`config.mk`:
```
export PLATFORM = sky130hd
export DESIGN_NAME = board_scan_flat
export DESIGN_NICKNAME = d
export VERILOG_FILES = /design/src/rtl/board_scan_if.sv /design/src/rtl/board_scan.sv /design/src/flat_wrapper.sv
export SDC_FILE = /design/constraint.sdc
export NUM_CORES = 1
export LEC_CHECK = 0
export CAP_MARGIN = 20
export CORE_AREA = 2 2 52 103
export DETAILED_ROUTE_END_ITERATION = 8
export DIE_AREA = 0 0 54 105
export GPL_ROUTABILITY_DRIVEN = 0
export PLACE_DENSITY = 0.88
export SETUP_SLACK_MARGIN = 0.02
export SLEW_MARGIN = 20
export SYNTH_ARGS = -nofsm -noshare
export SYNTH_HDL_FRONTEND = slang
export SYNTH_SLANG_ARGS = --single-unit
```
`constraint.sdc`:
```
create_clock -name clk -period 2.9 [get_ports clk]
set_input_delay 0.29 -clock clk [delete_from_list [all_inputs] [get_ports clk]]
set_output_delay 0.29 -clock clk [all_outputs]
set_load 0.01 [all_outputs]
```
`src/rtl/board_scan_if.sv`:
```
// board_scan_if: groups the board read port and the LED row-driver lines.
//   master (board_scan side): drives rd_en, rd_row, sdata, sclk, latch,
//                             row_sel; receives rd_data.
//   slave  (board / display side): the mirror image.
// Parameter COLS sets the rd_data width and must match the board_scan instance.
interface board_scan_if #(
  parameter int unsigned COLS = 10
);
  logic            rd_en;
  logic [4:0]      rd_row;
  logic [COLS-1:0] rd_data;
  logic            sdata;
  logic            sclk;
  logic            latch;
  logic [4:0]      row_sel;

  modport master (
    output rd_en, rd_row, sdata, sclk, latch, row_sel,
    input  rd_data
  );

  modport slave (
    input  rd_en, rd_row, sdata, sclk, latch, row_sel,
    output rd_data
  );
endinterface

```
`src/rtl/board_scan.sv`:
```
// board_scan: display-side reader of the playfield. It reads the locked-cell
// board one row per pass (top row first), optionally ORs in the active piece,
// and shifts each row MSB-first into a shift-register LED driver, then latches.
//
// Ports:
//   clk          system clock, rising edge
//   rst          asynchronous, active-low reset
//   enable       run frames while high (a frame in progress always completes)
//   piece_x/y    four active-piece cells, snapshotted at frame start
//   piece_valid  active piece present
//   frame_done   one-cycle pulse on the first gap cycle after the last latch
//   busy         high whenever the scanner is not idle
//   bus          board read port (rd_en/rd_row/rd_data, 1-cycle latency) and
//                serial driver lines (sdata/sclk/latch/row_sel)
//
// Build option: define BOARD_SCAN_OVERLAY_EN to merge the active piece into
// the displayed rows. Without it the piece inputs are ignored and only the
// locked cells are shown; timing is identical in both builds.
module board_scan #(
  parameter int unsigned COLS      = 10,
  parameter int unsigned ROWS      = 20,
  parameter int unsigned CLK_DIV   = 4,
  parameter int unsigned FRAME_GAP = 16
) (
  input  logic         clk,
  input  logic         rst,
  input  logic         enable,
  input  logic [15:0]  piece_x,
  input  logic [19:0]  piece_y,
  input  logic         piece_valid,
  output logic         frame_done,
  output logic         busy,
  board_scan_if.master bus
);

  localparam int unsigned BIT_W = (COLS > 1) ? $clog2(COLS) : 1;
  localparam int unsigned DIV_W = $clog2(CLK_DIV) + 1;
  localparam int unsigned GAP_W = (FRAME_GAP > 1) ? $clog2(FRAME_GAP) : 1;

  localparam logic [BIT_W-1:0] BIT_TOP  = BIT_W'(COLS - 1);
  localparam logic [DIV_W-1:0] DIV_HALF = DIV_W'(CLK_DIV);
  localparam logic [DIV_W-1:0] DIV_LAST = DIV_W'(2 * CLK_DIV - 1);
  localparam logic [GAP_W-1:0] GAP_LAST = GAP_W'(FRAME_GAP - 1);
  localparam logic [4:0]       ROW_TOP  = 5'(ROWS - 1);

  typedef enum logic [2:0] {
    IDLE,
    READ,
    CAPTURE,
    SHIFT,
    LATCH,
    GAP
  } state_t;

  state_t           state, state_nxt;
  logic             frame_start;

  logic [4:0]       row_cnt, row_cnt_nxt;
  logic [BIT_W-1:0] bit_cnt, bit_nxt;
  logic [DIV_W-1:0] div_cnt, div_nxt;
  logic [GAP_W-1:0] gap_cnt, gap_nxt;
  logic [COLS-1:0]  row_q, row_nxt;
  logic [COLS-1:0]  overlay;

  logic             rd_en_q, sdata_q, sclk_q, latch_q, busy_q, frame_done_q;
  logic [4:0]       row_sel_q;
  logic             rd_en_d, sdata_d, sclk_d, latch_d, busy_d, frame_done_d;

  // ---------------------------------------------------------------- state reg
  always_ff @(posedge clk or negedge rst) begin
    if (!rst) begin
      state <= IDLE;
    end else begin
      state <= state_nxt;
    end
  end

  // ---------------------------------------------------------------- next state
  always_comb begin
    state_nxt = state;
    case (state)
      IDLE:    if (enable) state_nxt = READ;
      READ:    state_nxt = CAPTURE;
      CAPTURE: state_nxt = SHIFT;
      SHIFT:   if (bit_cnt == '0 && div_cnt == DIV_LAST) state_nxt = LATCH;
      LATCH:   state_nxt = (row_cnt == '0) ? GAP : READ;
      GAP:     if (gap_cnt == GAP_LAST) state_nxt = enable ? READ : IDLE;
      default: state_nxt = IDLE;
    endcase
  end

  // A new frame starts only from IDLE or at the end of the gap; this is the
  // single point where the piece snapshot and the top row are loaded.
  assign frame_start = (state_nxt == READ) && (state == IDLE || state == GAP);

  // ---------------------------------------------------------------- overlay
`ifdef BOARD_SCAN_OVERLAY_EN
  logic [15:0] snap_x;
  logic [19:0] snap_y;
  logic        snap_valid;

  always_ff @(posedge clk or negedge rst) begin
    if (!rst) begin
      snap_x     <= '0;
      snap_y     <= '0;
      snap_valid <= 1'b0;
    end else if (frame_start) begin
      snap_x     <= piece_x;
      snap_y     <= piece_y;
      snap_valid <= piece_valid;
    end
  end

  // Matching against every in-range column drops x>=COLS cells for free;
  // y>=ROWS can never equal the row counter, so spawn-zone cells vanish too.
  always_comb begin
    overlay = '0;
    if (snap_valid) begin
      for (int unsigned i = 0; i < 4; i++) begin
        for (int unsigned c = 0; c < COLS; c++) begin
          if (32'(snap_x[4*i +: 4]) == c && snap_y[5*i +: 5] == row_cnt) begin
            overlay[c] = 1'b1;
          end
        end
      end
    end
  end
`else
  logic unused_piece;
  assign unused_piece = ^{piece_x, piece_y, piece_valid};
  assign overlay      = '0;
`endif

  // ---------------------------------------------------------------- datapath
  always_comb begin
    row_cnt_nxt = row_cnt;
    bit_nxt     = bit_cnt;
    div_nxt     = div_cnt;
    gap_nxt     = gap_cnt;
    row_nxt     = row_q;
    if (frame_start) begin
      row_cnt_nxt = ROW_TOP;
    end
    case (state)
      CAPTURE: begin
        row_nxt = bus.rd_data | overlay;
        bit_nxt = BIT_TOP;
        div_nxt = '0;
      end
      SHIFT: begin
        if (div_cnt == DIV_LAST) begin
          div_nxt = '0;
          if (bit_cnt != '0) bit_nxt = bit_cnt - BIT_W'(1);
        end else begin
          div_nxt = div_cnt + DIV_W'(1);
        end
      end
      LATCH: begin
        if (row_cnt != '0) row_cnt_nxt = row_cnt - 5'd1;
        else               gap_nxt     = '0;
      end
      GAP: begin
        if (gap_cnt != GAP_LAST) gap_nxt = gap_cnt + GAP_W'(1);
      end
      default: ;
    endcase
  end

  // ---------------------------------------------------------------- outputs
  // Outputs are decoded from the next state/counters and registered so the
  // display lines come straight off flops and never glitch.
  always_comb begin
    rd_en_d      = (state_nxt == READ);
    latch_d      = (state_nxt == LATCH);
    busy_d       = (state_nxt != IDLE);
    sclk_d       = (state_nxt == SHIFT) && (div_nxt >= DIV_HALF);
    sdata_d      = (state_nxt == SHIFT) && row_nxt[bit_nxt];
    frame_done_d = (state == LATCH) && (state_nxt == GAP);
  end

  always_ff @(posedge clk or negedge rst) begin
    if (!rst) begin
      row_cnt      <= '0;
      bit_cnt      <= '0;
      div_cnt      <= '0;
      gap_cnt      <= '0;
      row_q        <= '0;
      rd_en_q      <= 1'b0;
      sdata_q      <= 1'b0;
      sclk_q       <= 1'b0;
      latch_q      <= 1'b0;
      busy_q       <= 1'b0;
      frame_done_q <= 1'b0;
      row_sel_q    <= '0;
    end else begin
      row_cnt      <= row_cnt_nxt;
      bit_cnt      <= bit_nxt;
      div_cnt      <= div_nxt;
      gap_cnt      <= gap_nxt;
      row_q        <= row_nxt;
      rd_en_q      <= rd_en_d;
      sdata_q      <= sdata_d;
      sclk_q       <= sclk_d;
      latch_q      <= latch_d;
      busy_q       <= busy_d;
      frame_done_q <= frame_done_d;
      if (latch_d) row_sel_q <= row_cnt;
    end
  end

  assign bus.rd_en   = rd_en_q;
  assign bus.rd_row  = row_cnt;
  assign bus.sdata   = sdata_q;
  assign bus.sclk    = sclk_q;
  assign bus.latch   = latch_q;
  assign bus.row_sel = row_sel_q;
  assign frame_done  = frame_done_q;
  assign busy        = busy_q;

endmodule

```
`src/flat_wrapper.sv`:
```
// flat-port wrapper written by rule: the top's interface ports become plain ports
module board_scan_flat 
#(
  parameter int unsigned COLS      = 10,
  parameter int unsigned ROWS      = 20,
  parameter int unsigned CLK_DIV   = 4,
  parameter int unsigned FRAME_GAP = 16
)
  (clk, rst, enable, piece_x, piece_y, piece_valid, frame_done, busy, bus_rd_en, bus_rd_row, bus_sdata, bus_sclk, bus_latch, bus_row_sel, bus_rd_data);
  board_scan_if #(.COLS(COLS)) bus_i ();
  input  logic clk;
  input  logic rst;
  input  logic enable;
  input  logic [15:0] piece_x;
  input  logic [19:0] piece_y;
  input  logic piece_valid;
  output logic frame_done;
  output logic busy;
  output wire logic [$bits(bus_i.rd_en)-1:0] bus_rd_en;
  output wire logic [$bits(bus_i.rd_row)-1:0] bus_rd_row;
  output wire logic [$bits(bus_i.sdata)-1:0] bus_sdata;
  output wire logic [$bits(bus_i.sclk)-1:0] bus_sclk;
  output wire logic [$bits(bus_i.latch)-1:0] bus_latch;
  output wire logic [$bits(bus_i.row_sel)-1:0] bus_row_sel;
  input wire logic [$bits(bus_i.rd_data)-1:0] bus_rd_data;
  assign bus_rd_en = bus_i.rd_en;
  assign bus_rd_row = bus_i.rd_row;
  assign bus_sdata = bus_i.sdata;
  assign bus_sclk = bus_i.sclk;
  assign bus_latch = bus_i.latch;
  assign bus_row_sel = bus_i.row_sel;
  assign bus_i.rd_data = bus_rd_data;
  board_scan #(.COLS(COLS), .ROWS(ROWS), .CLK_DIV(CLK_DIV), .FRAME_GAP(FRAME_GAP)) u_core (.clk(clk), .rst(rst), .enable(enable), .piece_x(piece_x), .piece_y(piece_y), .piece_valid(piece_valid), .frame_done(frame_done), .busy(busy), .bus(bus_i));
endmodule
```
==> impl_metrics.ini, run 1 <==
[cells_and_area]
final_cell_area_um2 = 2590
drive_gt1_frac = 0.1155
n_antenna_cell = 0
nets = 306
syn2layout_area_growth_pct = 20.00

[logic_synthesis]
synth-edff-count = 0
async_reset_ff_frac = 1.000
yosys-top-cells-count = 40 x dfrtp_1, 36 x nand2_1, 17 x o21ai_0
synth_top_cell_by_area = dfrtp_1
ys_types = 55
yosysMostFrequentCell = dfrtp_1
ys_seq_area_frac = 0.4638
yosys_warnings = 0
syn_area_um2 = 2158
synth_top_area_share = 0.4638
syn_area_per_cell_um2 = 9.766
syn-num-nets = 277
synthTopCellsByArea = dfrtp_1 46%, nand2_1 6.3%, mux2_2 4.2%
synth_seq_cells = 40
synth-main-ff-cell = dfrtp_1
synth_cells = 221

[global_routing]
grt_pass1_wl_mm = 8.245
grt_usage = 0.1964
grt_util_met1 = 0.2108
busiest_layer = met2
globalRouteOverflowTotal = 0
grtUsageMet2 = 0.3354
use_met3 = 0.03571
grt_max_degree = 41
antenna_found_initial = 0
grt_pass1_vias = 1842

[critical_path]
worstSetupEndpoint = u_core.bus.sdata$_DFF_PN0_
critPathLaunchType = flip-flop
rrSetupSlack_ns = 0.26
critPathKind = flip-flop to flip-flop
cp_cell_sequence = inv_1 -> ha_1 -> or3b_1 -> nand3_1 -> o311ai_1 -> a2111oi_0 -> a21oi_1 -> o221a_1
path_delay_family = compound AO/OA/AOI/OAI gates
worst-path-buf-inv = 1
arrival_ns = 2.83
worstPathMaxFanout = 6
cp_slowest_cell = a2111oi_0
crit_path_max_incr_delay_ns = 0.59
worstRegToRegCells = 8
critPathRequiredTime_ns = 3.09
cp.depth = 8
crit-reg2reg-launch = u_core.bit_cnt[0]$_DFF_PN0_
end_kind = flip-flop
r2r_end = u_core.bus.sdata$_DFF_PN0_
startpoint = u_core.bit_cnt[0]$_DFF_PN0_

[power]
p_leak_uw = 0.001134
power_frac_seq = 0.515
p_switching_uw = 237.1
power.total_uw = 1107
powerDensity_nw_per_um2 = 427.2
clkPwrFrac = 0.447
vdd_ir_drop_max_mv = 0.2596
p_comb_frac = 0.038
intPower_uw = 869.4
p_sw_frac = 0.2143

[floorplan]
placementRows = 36
ios = 66
die-area_um2 = 5670
start_util = 0.4437
die_y_um = 105
core_um2 = 4865
chipWidth_um = 54

[sta]
fmaxAchievable_mhz = 378.3
rsz0062_at_grt = false
relSlewSlack = 0.4004
tns_ns = 0
worstMarginPinSlew_ns = 0.8994
period_share = 0.9114
fin_crit_ns = 2.643
clock_skew_ns = 0.007440
hold_viol = 0
setup_viol = 0
worst_slack_ns = 0.2569
report.final.slew_viol_count = 0
timing.hold.ws_ns = 0.1102

[route]
wirelength_mm = 4.894
vias_per_cell = 5.695
num_vias = 1754
drt-initial-drc-count = 93
dr.pass1.iters = 4
wl_per_cell_um = 15.89
drc = 0
antenna_left = 0

[placement]
portBuffers = 28
place_area_um2 = 2469
dp_hpwl_mm = 3.472
dp_slack_ns = 0.3991

[status]
outcome = completed

[clock_tree]
clk_path_buf_depth = 2
cts-resized-gates = 0
clk_pin_slew_worst_paths_ns = 0.08
clockRootBuffer = clkbuf_8
cts_tree = done
postCtsSetupRepairBufs = 0
clock_sinks = 40
cts_buffers = 5
htree_levels = 2
insertion_delay_ns = 0.30
hold_buffers = 0

[hold_path]
hp-class = primary input to async pin

[run]
max-cap-violations = 0
[metrics by stage]
step / std cells / util
floorplan: 221 / -
global placement: 300 / 0.5075
detailed placement: 300 / 0.5075
CTS: 308 / 0.5324
global route: 308 / 0.5324
finish: 308 / 0.5324
[final cells by class]
| type | instances | area [um^2] |
|---|---|---|
| tap | 57 | 71.32 |
| sequential | 40 | 1001 |
| fill | 424 | 2275 |
| clock buffer | 6 | 82.58 |
| multi-input combinational | 161 | 1054 |
| timing repair buffer | 32 | 305.3 |
| inverter | 10 | 37.54 |
| clock inverter | 2 | 38.79 |
[logic make-up (layout without fill, tap and decap cells)]
kind of cell	count (synthesis)	in the layout	synth area share
AOI/OAI and AO/OA	54	54	0.1670
xor gates and xnor gates	2	2	0.008117
adders and majority gates	6	6	0.03478
buffers and inverters	20	50	0.04811
DFF	40	40	0.4638
muxes	15	15	0.07421
and+or+nand+nor	84	84	0.2041
[sequential cells by signal (all words and copies together), names as in the netlist, named ones only]
register and cells:
u_core.gap_cnt 4, u_core.row_q 10, u_core.frame_done 1, u_core.bus.latch 1, u_core.bus.sdata 1, u_core.bus.rd_row 5, u_core.bus.row_sel 5, u_core.bit_cnt 4
u_core.bus.rd_en 1, u_core.div_cnt 1, u_core.state 3, u_core.bus.sclk 1, u_core.busy 1
[worst min-delay path by stage]
stage | from | endpoint | cells after the start
6_report | rst | u_core.gap_cnt[2]$_DFFE_PN0P_ | 1
2_1_floorplan | rst | async pin | 0
5_1_grt | rst | u_core.frame_done$_DFF_PN0_ | 1
4_1_cts | rst | u_core.row_q[9]$_DFF_PN0_ | 1
3_3_place_gp | rst | u_core.bus.sclk$_DFF_PN0_ | 1
3_5_place_dp | u_core.row_q[6]$_DFF_PN0_ | u_core.row_q[6]$_DFF_PN0_ | 2
[per-layer routing]
metal,vias up,wire length [um]
met3,12,139
met4,0,175
met1,849,1842
met5,-,0
li1,845,-
met2,48,2736
[power groups by stage]
stage	Combinational (uW)	Clock, uW	Sequential, uW
final	42.2	495	570
after global routing	47.5	524	571
after CTS	43.4	500	570
after detailed placement	43.1	0	581
after global placement	42.1	0	580
after floorplan	11.8	0	580
[placed cells by master, fill, tap and decap left out, types with 2 or more instances in the layout]
| cell | synthesis | final |
|---|---|---|
| a211o_1 | 2 | 2 |
| a21oi_1 | 10 | 10 |
| a22o_1 | 3 | 3 |
| a31oi_1 | 2 | 2 |
| and3_1 | 3 | 3 |
| buf_4 | 3 | 4 |
| clkbuf_8 | 0 | 6 |
| clkdlybuf4s50_1 | 0 | 27 |
| dfrtp_1 | 40 | 40 |
| ha_1 | 6 | 6 |
| inv_1 | 9 | 9 |
| mux2_2 | 8 | 8 |
| mux2i_1 | 7 | 7 |
| nand2_1 | 36 | 36 |
| nand2b_1 | 4 | 4 |
| nand3_1 | 7 | 7 |
| nor2_1 | 8 | 8 |
| nor2b_1 | 2 | 2 |
| nor3_1 | 6 | 6 |
| nor4_1 | 3 | 3 |
| o21ai_0 | 17 | 17 |
| o21ai_1 | 2 | 2 |
| o311ai_1 | 2 | 2 |
| o31ai_1 | 3 | 3 |
| or3b_1 | 2 | 2 |
No activity file was read; power rests on OpenSTA's default activity.
==> run 2: changes to the inputs <==
- CTS_BUF_LIST: unset -> sky130_fd_sc_hd__clkbuf_8
- CTS_CLUSTER_SIZE: unset -> 25
==> results of run 2 <==
Same layout as run 1: the final DEF is identical, and so are final timing and power.
